### src/rtl/operand_fetch_pkg.sv
// Shared constants and types for the operand fetch stage.
//   ADDR_W   - register address width
//   NUM_REGS - number of architectural registers
//   WORD_W   - data word width
package operand_fetch_pkg;

    localparam int ADDR_W   = 5;
    localparam int NUM_REGS = 32;
    localparam int WORD_W   = 32;

    // Contents of the single output stage handed to execute.
    typedef struct packed {
        logic [WORD_W-1:0] op1;
        logic [WORD_W-1:0] op2;
        logic [ADDR_W-1:0] rd;
        logic              rd_we;
    } out_stage_t;

    function automatic logic [NUM_REGS-1:0] reg_onehot(input logic [ADDR_W-1:0] addr);
        logic [NUM_REGS-1:0] vec;
        vec       = '0;
        vec[addr] = 1'b1;
        return vec;
    endfunction

endpackage

### src/rtl/operand_fetch_sb.sv
// Pending-writer scoreboard for the register file.
// Ports:
//   clk, reset            - clock, synchronous active-high reset
//   set_en_i/set_addr_i   - mark a register as having an in-flight writer
//   fclr_en_i/fclr_addr_i - drop a squashed writer's pending bit
//   clr_en_i/clr_addr_i   - writeback retiring a register
//   look_a/b/c_i          - lookup addresses
//   pend_a/b/c_o          - effective pending bits (pending and not retiring this cycle)
module rf_scoreboard
    import operand_fetch_pkg::*;
(
    input  logic              clk,
    input  logic              reset,
    input  logic              set_en_i,
    input  logic [ADDR_W-1:0] set_addr_i,
    input  logic              fclr_en_i,
    input  logic [ADDR_W-1:0] fclr_addr_i,
    input  logic              clr_en_i,
    input  logic [ADDR_W-1:0] clr_addr_i,
    input  logic [ADDR_W-1:0] look_a_i,
    input  logic [ADDR_W-1:0] look_b_i,
    input  logic [ADDR_W-1:0] look_c_i,
    output logic              pend_a_o,
    output logic              pend_b_o,
    output logic              pend_c_o
);

    logic [NUM_REGS-1:0] pend_q;
    logic [NUM_REGS-1:0] pend_d;
    logic [NUM_REGS-1:0] eff_pend;

    // A writeback in this cycle already resolves the hazard, so lookups see it cleared.
    assign eff_pend = pend_q & ~(clr_en_i ? reg_onehot(clr_addr_i) : '0);

    assign pend_a_o = eff_pend[look_a_i];
    assign pend_b_o = eff_pend[look_b_i];
    assign pend_c_o = eff_pend[look_c_i];

    // Applied in order so later terms win: wb clear, then flush clear, then set.
    always_comb begin
        pend_d = eff_pend;
        if (fclr_en_i) begin
            pend_d = pend_d & ~reg_onehot(fclr_addr_i);
        end
        if (set_en_i) begin
            pend_d = pend_d | reg_onehot(set_addr_i);
        end
    end

    always_ff @(posedge clk) begin
        if (reset) begin
            pend_q <= '0;
        end else begin
            pend_q <= pend_d;
        end
    end

endmodule

### src/rtl/operand_fetch.sv
// Operand fetch stage between decode and execute.
// Ports:
//   clk, reset                          - clock, synchronous active-high reset
//   in_valid/in_ready, in_rs1/rs2/rd/rd_we - decoded instruction handshake
//   read_reg_1/2, read_data_1/2         - combinational register file read port
//   wb_valid/wb_reg/wb_data             - writeback (same cycle as the RF write)
//   flush                               - squash the held output instruction
//   out_valid/out_ready, out_op1/op2/rd/rd_we - operand handshake to execute
module operand_fetch
    import operand_fetch_pkg::*;
(
    input  logic              clk,
    input  logic              reset,
    input  logic              in_valid,
    output logic              in_ready,
    input  logic [ADDR_W-1:0] in_rs1,
    input  logic [ADDR_W-1:0] in_rs2,
    input  logic [ADDR_W-1:0] in_rd,
    input  logic              in_rd_we,
    output logic [ADDR_W-1:0] read_reg_1,
    output logic [ADDR_W-1:0] read_reg_2,
    input  logic [WORD_W-1:0] read_data_1,
    input  logic [WORD_W-1:0] read_data_2,
    input  logic              wb_valid,
    input  logic [ADDR_W-1:0] wb_reg,
    input  logic [WORD_W-1:0] wb_data,
    input  logic              flush,
    output logic              out_valid,
    input  logic              out_ready,
    output logic [WORD_W-1:0] out_op1,
    output logic [WORD_W-1:0] out_op2,
    output logic [ADDR_W-1:0] out_rd,
    output logic              out_rd_we
);

    logic       out_valid_q;
    logic       out_valid_d;
    out_stage_t out_q;
    out_stage_t out_d;

    logic              pend_rs1;
    logic              pend_rs2;
    logic              pend_rd;
    logic              hazard;
    logic              in_fire;
    logic              squash_writer;
    logic [WORD_W-1:0] op1_byp;
    logic [WORD_W-1:0] op2_byp;

    assign read_reg_1 = in_rs1;
    assign read_reg_2 = in_rs2;

    // A held writer that is flushed before execute takes it will never write back.
    assign squash_writer = flush && out_valid_q && out_q.rd_we && !out_ready;

    rf_scoreboard u_sb (
        .clk         (clk),
        .reset       (reset),
        .set_en_i    (in_fire && in_rd_we),
        .set_addr_i  (in_rd),
        .fclr_en_i   (squash_writer),
        .fclr_addr_i (out_q.rd),
        .clr_en_i    (wb_valid),
        .clr_addr_i  (wb_reg),
        .look_a_i    (in_rs1),
        .look_b_i    (in_rs2),
        .look_c_i    (in_rd),
        .pend_a_o    (pend_rs1),
        .pend_b_o    (pend_rs2),
        .pend_c_o    (pend_rd)
    );

    assign hazard   = in_valid && (pend_rs1 || pend_rs2 || (in_rd_we && pend_rd));
    assign in_ready = !hazard && (!out_valid_q || out_ready) && !flush && !reset;
    assign in_fire  = in_valid && in_ready;

    // The RF only sees the writeback at the next edge, so forward it here.
    assign op1_byp = (wb_valid && (wb_reg == in_rs1)) ? wb_data : read_data_1;
    assign op2_byp = (wb_valid && (wb_reg == in_rs2)) ? wb_data : read_data_2;

    always_comb begin
        out_valid_d = out_valid_q;
        out_d       = out_q;
        if (flush) begin
            out_valid_d = 1'b0;
        end else if (in_fire) begin
            out_valid_d = 1'b1;
            out_d.op1   = op1_byp;
            out_d.op2   = op2_byp;
            out_d.rd    = in_rd;
            out_d.rd_we = in_rd_we;
        end else if (out_valid_q && out_ready) begin
            out_valid_d = 1'b0;
        end
    end

    always_ff @(posedge clk) begin
        if (reset) begin
            out_valid_q <= 1'b0;
            out_q       <= '0;
        end else begin
            out_valid_q <= out_valid_d;
            out_q       <= out_d;
        end
    end

    assign out_valid = out_valid_q;
    assign out_op1   = out_q.op1;
    assign out_op2   = out_q.op2;
    assign out_rd    = out_q.rd;
    assign out_rd_we = out_q.rd_we;

endmodule

### config.mk
export PLATFORM = sky130hd
export DESIGN_NAME = operand_fetch
export DESIGN_NICKNAME = d
export VERILOG_FILES = /design/src/rtl/operand_fetch_pkg.sv /design/src/rtl/operand_fetch_sb.sv /design/src/rtl/operand_fetch.sv
export SDC_FILE = /design/constraint.sdc
export NUM_CORES = 1
export LEC_CHECK = 0
export ABC_AREA = 1
export ABC_CLOCK_PERIOD_IN_PS = 3030
export CAP_MARGIN = 10
export CORE_MARGIN = 4
export CORE_UTILIZATION = 43
export CTS_CLUSTER_SIZE = 40
export DETAILED_ROUTE_END_ITERATION = 10
export PLACE_DENSITY = 0.77
export SYNTH_ARGS = -nofsm -noshare
export SYNTH_HDL_FRONTEND = slang
export SYNTH_HIERARCHICAL = 1
export SYNTH_SLANG_ARGS = --single-unit
### constraint.sdc
create_clock -name clk -period 3.03 [get_ports clk]
set_input_delay 0.606 -clock clk [delete_from_list [all_inputs] [get_ports clk]]
set_output_delay 0.606 -clock clk [all_outputs]
set_load 0.02 [all_outputs]
==> impl_results.md, run 1 <==
- Proportion of layout cells with a drive suffix above 1: 0.163
- LEAKAGE: about 4.7 nW
- Share of power burned in the clock network: 0.322
- Fraction of the cycle the final worst path needs: 0.989
- Drt total wl: approximately 27 mm
- Top achievable clock speed: ~330 MHz
- Nature of the critical path endpoint: flop
- CTS Buffer Depth: 2
- DIE HEIGHT: 134 um
- DRC marker count from the first detailed-route iteration: ~850
- Netlist area before placement: 6790 um^2
- Least-Margin Pin Slew: between 1 and 1.5 ns
- Post-Route Hold Slack: about 0.5 ns
- Final weighted congestion in routability-driven placement: slightly below 1
- Synth Instances: 1140
- Final hold viol count: 0
- Source-to-sink clock delay at the later pin of the worst-skew pair: 0.36 ns
- Switching part of the total: 0.306
- Internal portion of total power: 2.41 mW
- Number of cell rows: 45
- Clock-pin slew reported for the worst setup and hold paths after clock tree synthesis: approximately 0.070 ns
- Syn-to-layout area delta: 54.9%
- Via Count: 8626
- Floorplan Core Area: 15300 um^2
- Antenna Violating Nets Remaining: 0
- Post-DR wirelength/cell: 16.7 um
- Avg Cell Area, Syn: between 5 and 6 um^2
- Setup Slack @ Placement: -0.667 ns
- Width of the die: approximately 130 um
- Final #Nets: between 1500 and 2000
- Largest net degree at the start of global routing: 92
- Placed wire-length estimate after detailed placement: 19.2 mm
- Crit path arrival time: about 3.3 ns
- Drc violations: 0
- CTS tree: done
- Power density over the cells: around 330 nW/um^2
- Max-cap violations: 0
- Required arrival time at the worst endpoint: roughly 3.3 ns
- Final critical-path setup slack: around 0.034 ns
- Antenna violations before repair: 0
- Portion of the post-synthesis area used by sequential elements: 0.304
- Logic gate share of total power: 0.266
- Register-to-Register Path Depth: 21
- Top-Level Pins: 205
- Clock sink count: between 100 and 150
- WHS Path Cells: 2
- Yosys warns: 6
- Setup tns final: 0 ns
- Sequential power share: 0.412
- Worst-case register-to-register setup slack: 0.53 ns
- Footprint of the multi-input gates: between 4000 and 5000 um^2
- Power dissipated by switching net loads: approximately 1.1 mW
- Setup violations, final: 0
- Initial core utilization: 0.443
- Biggest fanout along the worst timing path: 8
- Hold-fix buffers, CTS: 0
- Number of slew-limit violations in the final report: 0
- Cell area after placement: about 9500 um^2
- Remaining Overflow, GRT: 0
- Final core area utilization: 0.686
- Critical path startpoint category: input pin
- Number of instances in the placed design: roughly 1600
- Overall die area: between 15000 and 20000 um^2
- Drt via density: between 5 and 6
- First-pass detailed-route iteration total: 6
- Worst-case headroom to the max-slew limit: 0.333
- Yosys cell types: 24
- Final Critical Period: ~3 ns
- # fillers: 1371
- Worst IR drop on VDD: between 0.3 and 0.4 mV
- Non-filler instance count after layout: between 1500 and 2000
- Inserted Clock Buffers: 9
- Global-route usage over all layers: 0.285
- Area of all sequential standard cells: 2060 um^2
- Root buffer cell: sky130_fd_sc_hd__clkbuf_16
- PortBufs: between 200 and 250
- ANT cells: 0
- Via count of the first global-routing pass: 7867
- Clock tree skew after final layout: about 0.013 ns
- Result of the run: finished clean
- Hold crit path type: flop to flop
- Synthesized net count: 1263
- # H-tree levels: 3
- First-pass GRT wire length: 41.0 mm
- Pwr Total: between 3 and 4 mW
- Post-synthesis sequential element count: between 100 and 150
- Crit Path Class: input pin to flop
- Total non-filler cell area in the finished layout: approximately 11000 um^2
-- cells in the final DEF (no fill, tap or decap), types with 4 or more instances in the layout --
master                            count
sky130_fd_sc_hd__nor3_1               8
sky130_fd_sc_hd__nor2_2               7
sky130_fd_sc_hd__o21bai_1             4
sky130_fd_sc_hd__nor2_4               9
sky130_fd_sc_hd__buf_4               83
sky130_fd_sc_hd__dfxtp_1            103
sky130_fd_sc_hd__nand3_1            270
sky130_fd_sc_hd__buf_6               13
sky130_fd_sc_hd__nand2_8              6
sky130_fd_sc_hd__buf_12              14
sky130_fd_sc_hd__clkdlybuf4s50_1    190
sky130_fd_sc_hd__o211ai_1            28
sky130_fd_sc_hd__a21oi_1            103
sky130_fd_sc_hd__nand3_2             20
sky130_fd_sc_hd__nand2_4             20
sky130_fd_sc_hd__inv_1              167
sky130_fd_sc_hd__inv_2               10
sky130_fd_sc_hd__nor2_1               6
sky130_fd_sc_hd__clkbuf_16            9
sky130_fd_sc_hd__nand2_2             12
sky130_fd_sc_hd__nand2_1            285
-- state kept, by name (all words and copies together) (netlist names) --
| register | cells |
|---|---|
| out_op1 | 32 |
| out_op2 | 32 |
| u_sb/pend_q | 32 |
| out_rd | 5 |
| out_rd_we | 1 |
| out_valid | 1 |
-- cell families after synthesis --
family,after synthesis,share of synthesized area
simple gates,645,0.418
flops,103,0.304
buf+inv,248,0.159
compound gates,144,0.120
-- cells in the mapped netlist --
master	n	area [um^2]
sky130_fd_sc_hd__nand2_2	1	6.26
sky130_fd_sc_hd__o21bai_2	1	11.3
sky130_fd_sc_hd__buf_1	7	26.3
sky130_fd_sc_hd__a21oi_2	1	8.76
sky130_fd_sc_hd__a21boi_0	1	7.51
sky130_fd_sc_hd__o21bai_1	4	30.0
sky130_fd_sc_hd__o211ai_1	28	210
sky130_fd_sc_hd__a21oi_1	105	526
sky130_fd_sc_hd__nand3_1	289	1450
sky130_fd_sc_hd__clkinv_4	1	8.76
sky130_fd_sc_hd__buf_2	31	155
sky130_fd_sc_hd__nand3_2	2	20.0
sky130_fd_sc_hd__buf_6	6	67.6
sky130_fd_sc_hd__nand2_1	322	1210
sky130_fd_sc_hd__buf_4	15	113
sky130_fd_sc_hd__nor3_1	9	45.0
sky130_fd_sc_hd__inv_2	4	15.0
sky130_fd_sc_hd__nor2_4	2	22.5
sky130_fd_sc_hd__nor2_2	4	25.0
sky130_fd_sc_hd__clkbuf_1	6	22.5
sky130_fd_sc_hd__nor2_1	16	60.1
sky130_fd_sc_hd__dfxtp_1	103	2060
sky130_fd_sc_hd__inv_1	178	668
sky130_fd_sc_hd__o21ai_1	4	20.0
-- per-layer routing --
layer | routed length (um) | share of wire | vias to the layer above | GRT usage
met1 | 11000 | 0.41 | 3893 | 0.383
met2 | 12300 | 0.46 | 479 | 0.450
met5 | 0 | 0 | - | 0
li1 | - | - | 4195 | -
met3 | 2930 | 0.11 | 59 | 0.0680
met4 | 754 | 0.028 | 0 | 0.0937
-- cell type report --
type | instances | share of cell area
sequential | 103 | 0.196
tap | 211 | 0.0251
clock inverter | 5 | 0.00381
timing repair buffer | 311 | 0.292
multi-input combinational | 789 | 0.392
inverter | 183 | 0.0675
clock buffer | 10 | 0.0227
-- power by group through the flow --
stage | sequential [mW] | combinational [mW] | clock (mW)
floorplan | 1.51 | 0.341 | 0
global placement | 1.46 | 0.836 | 0
detailed placement | 1.46 | 0.839 | 0
CTS | 1.43 | 0.861 | 1.13
global route | 1.43 | 0.990 | 1.18
finish | 1.43 | 0.924 | 1.12
-- critical path: stages --
cell                       delay (ns)
sky130_fd_sc_hd__buf_4           0.15
sky130_fd_sc_hd__inv_2           0.07
sky130_fd_sc_hd__nand2_4         0.07
sky130_fd_sc_hd__nor2_4          0.13
sky130_fd_sc_hd__buf_12          0.15
sky130_fd_sc_hd__nand2_4         0.07
sky130_fd_sc_hd__nand3_1         0.08
sky130_fd_sc_hd__nand3_1         0.09
sky130_fd_sc_hd__nand2_1         0.08
sky130_fd_sc_hd__nand2_1         0.07
sky130_fd_sc_hd__nand3_2         0.10
sky130_fd_sc_hd__nand2_1         0.06
sky130_fd_sc_hd__nand2_1         0.05
sky130_fd_sc_hd__nand2_1         0.05
sky130_fd_sc_hd__nand2_1         0.07
sky130_fd_sc_hd__nand3_2         0.10
sky130_fd_sc_hd__a21oi_4         0.15
sky130_fd_sc_hd__buf_4           0.13
sky130_fd_sc_hd__nand2_2         0.07
sky130_fd_sc_hd__clkinv_4        0.07
sky130_fd_sc_hd__nand2_1         0.06
sky130_fd_sc_hd__inv_1           0.10
sky130_fd_sc_hd__nand2_1         0.09
sky130_fd_sc_hd__nor2_2          0.13
sky130_fd_sc_hd__buf_6           0.17
sky130_fd_sc_hd__nand2_1         0.10
sky130_fd_sc_hd__a21oi_1         0.20
-- final timing paths --
kind                        start               to
hold / removal          out_rd_we        out_rd_we
hold reg to reg         out_rd_we        out_rd_we
setup reg to reg  u_sb/pend_q[21]  u_sb/pend_q[26]
setup / recovery        wb_reg[4]  u_sb/pend_q[26]
-- what timing repair did --
item / in CTS / in global routing
pin swaps: 6 / 35
buffers inserted: 3 / 12
resized for setup: 72 / 116
setup endpoints to repair: 90 / 83
gates cloned: 0 / 2
endpoints found under the hold margin: 0 / 0
Note: power is estimated with default switching activity, not from simulation.
==> run 2: changes to the inputs <==
--- a/config.mk
+++ b/config.mk
@@ -13,6 +13,7 @@
 export CTS_CLUSTER_SIZE = 40
 export DETAILED_ROUTE_END_ITERATION = 10
 export PLACE_DENSITY = 0.77
+export SKIP_CTS_REPAIR_TIMING = 1
 export SYNTH_ARGS = -nofsm -noshare
 export SYNTH_HDL_FRONTEND = slang
 export SYNTH_HIERARCHICAL = 1
==> impl_results.md, run 2 (same netlist as run 1, synthesis figures left out) <==
- Result of the run: finished clean
- Met2 track demand over resource: 0.446
- Remaining Overflow, GRT: 0
- Floorplan Core Area: around 15000 um^2
- Final critical-path setup slack: between 0.06 and 0.07 ns
- Top-Level Pins: slightly above 200
- Setup violations, final: 0
- First-pass detailed-route iteration total: 5
- Hold crit path type: flop to flop
- Max-cap violations: 0
- Drt via density: ~5.3
- Syn-to-layout area delta: 58.2%
- First-pass GRT wire length: slightly above 40 mm
- Most heavily used metal layer in global routing: met2
- Critical path startpoint category: input pin
- Largest net degree at the start of global routing: 92
- DIE HEIGHT: around 130 um
- DRC marker count from the first detailed-route iteration: roughly 800
- Width of the die: 134 um
- Final hold viol count: 0
- Final #Nets: 1524
- Overall die area: roughly 18000 um^2
- Nature of the critical path endpoint: output port
- Final Critical Period: 2.97 ns
- Initial core utilization: 0.443
- Inserted Clock Buffers: 9
- Top achievable clock speed: around 340 MHz
- Antenna violations before repair: 0
- Clock tree skew after final layout: 0.0140 ns
- Number of slew-limit violations in the final report: 0
- CTS tree: done
- Drt total wl: 27.3 mm
- Root buffer cell: sky130_fd_sc_hd__clkbuf_16
- Required arrival time at the worst endpoint: between 2 and 2.5 ns
- ANT cells: 0
- Post-DR wirelength/cell: 16.9 um
- Antenna Violating Nets Remaining: 0
- Met3 Resource Use GR: 0.0714
- Placed wire-length estimate after detailed placement: 19.2 mm
- Number of cell rows: 45
- Final core area utilization: 0.701
- PortBufs: slightly above 200
- Worst IR drop on VDD: between 0.3 and 0.4 mV
- Setup Slack @ Placement: -0.667 ns
- Least-Margin Pin Slew: ~0.98 ns
- Crit Path Class: input pin to output port
- LEAKAGE: between 4 and 5 nW
- Source-to-sink clock delay at the later pin of the worst-skew pair: ~0.36 ns
- Crit path arrival time: between 2 and 2.5 ns
- GR Util met1: 0.379
- Worst-case headroom to the max-slew limit: 0.345
- Via count of the first global-routing pass: slightly below 8000
- Clock-pin slew reported for the worst setup and hold paths after clock tree synthesis: roughly 0.070 ns
- Commonest cells after routing, fill and taps aside: sky130_fd_sc_hd__nand2_1 (282), sky130_fd_sc_hd__nand3_1 (252), sky130_fd_sc_hd__clkdlybuf4s50_1 (190), sky130_fd_sc_hd__inv_1 (167), sky130_fd_sc_hd__a21oi_1 (105)
- # H-tree levels: 3
- Proportion of layout cells with a drive suffix above 1: 0.178
- Biggest fanout along the worst timing path: 8
- Drc violations: 0
- Power density over the cells: between 300 and 400 nW/um^2
- CTS Buffer Depth: 2
- Final weighted congestion in routability-driven placement: roughly 0.96
- Global-route usage over all layers: 0.282
- Fraction of the cycle the final worst path needs: 0.980
- Via Count: 8643
- Most common library cell in the layout ignoring fill and taps: sky130_fd_sc_hd__nand2_1
- Clock sink count: about 100
[run 2: changes by cell type in the layout (fill, tap and decap cells not counted), sizes merged]
cell / previous run / this run
inv: 183 / 182
dlygate4sd2: 3 / 0
clkbuf: 11 / 10
dlymetal6s2s: 3 / 6
clkinv: 2 / 3
buf: 114 / 119
[run 2: cell type report]
class / count / area [um^2]
Clock buffer: 10 / 239
Clock inverter: 5 / 40.0
Sequential cell: 103 / 2060
Multi-Input combinational cell: 789 / 4260
Tap cell: 211 / 264
Fill cell: 1332 / 4580
Inverter: 183 / 724
Timing Repair Buffer: 315 / 3150
[run 2: layer usage]
layer | wire (um) | vias to the layer above
met5 | 0 | -
met4 | 678 | 0
met3 | 2780 | 55
met2 | 12700 | 475
met1 | 11200 | 3911
li1 | - | 4202
[run 2: critical path, cell delays in order]
cell and delay [ns]:
sky130_fd_sc_hd__buf_12 0.12, sky130_fd_sc_hd__clkinv_8 0.05, sky130_fd_sc_hd__nand2_4 0.04, sky130_fd_sc_hd__nor2_4 0.12, sky130_fd_sc_hd__buf_12 0.20, sky130_fd_sc_hd__nand2_8 0.06, sky130_fd_sc_hd__nand3_1 0.08, sky130_fd_sc_hd__nand3_1 0.06
sky130_fd_sc_hd__nand2_1 0.09, sky130_fd_sc_hd__nand2_1 0.07, sky130_fd_sc_hd__nand3_2 0.10, sky130_fd_sc_hd__nand2_1 0.06, sky130_fd_sc_hd__nand2_1 0.05, sky130_fd_sc_hd__nand2_1 0.05, sky130_fd_sc_hd__nand2_1 0.08, sky130_fd_sc_hd__nand3_2 0.10
sky130_fd_sc_hd__a21oi_4 0.18, sky130_fd_sc_hd__buf_6 0.12, sky130_fd_sc_hd__buf_6 0.11
[run 2: worst paths after layout]
| check | startpoint | to | slack [ns] | depth (start not counted) |
|---|---|---|---|---|
| max | wb_reg[0] | in_ready | 0.06 | 19 |
| min | out_rd_we | out_rd_we | 0.49 | 2 |
| max reg2reg | u_sb/pend_q[3] | u_sb/pend_q[26] | 0.60 | 21 |
| min reg2reg | out_rd_we | out_rd_we | 0.49 | 2 |
[run 2: power by group]
part           internal [mW]  leakage, nW  switching (mW)
Combinational          0.434         3.83           0.507
Sequential              1.40        0.836          0.0270
Clock                  0.581        0.128           0.531
Total                   2.42         4.80            1.07
[run 2: per-stage QoR]
stage | cells | TNS, ns | total power, mW | hold slack [ns] | cell area [um^2]
global placement | 1580 | -52.21 | 2.29 | 0.476 | 9530
global route | 1616 | -0.111 | 3.62 | 0.531 | 10700
finish | 1616 | 0 | 3.48 | 0.493 | 10700
floorplan | 1140 | 0 | 1.85 | 0.496 | 6800
CTS | 1595 | -21.04 | 3.41 | 0.498 | 9800
detailed placement | 1580 | -56.31 | 2.30 | 0.479 | 9530
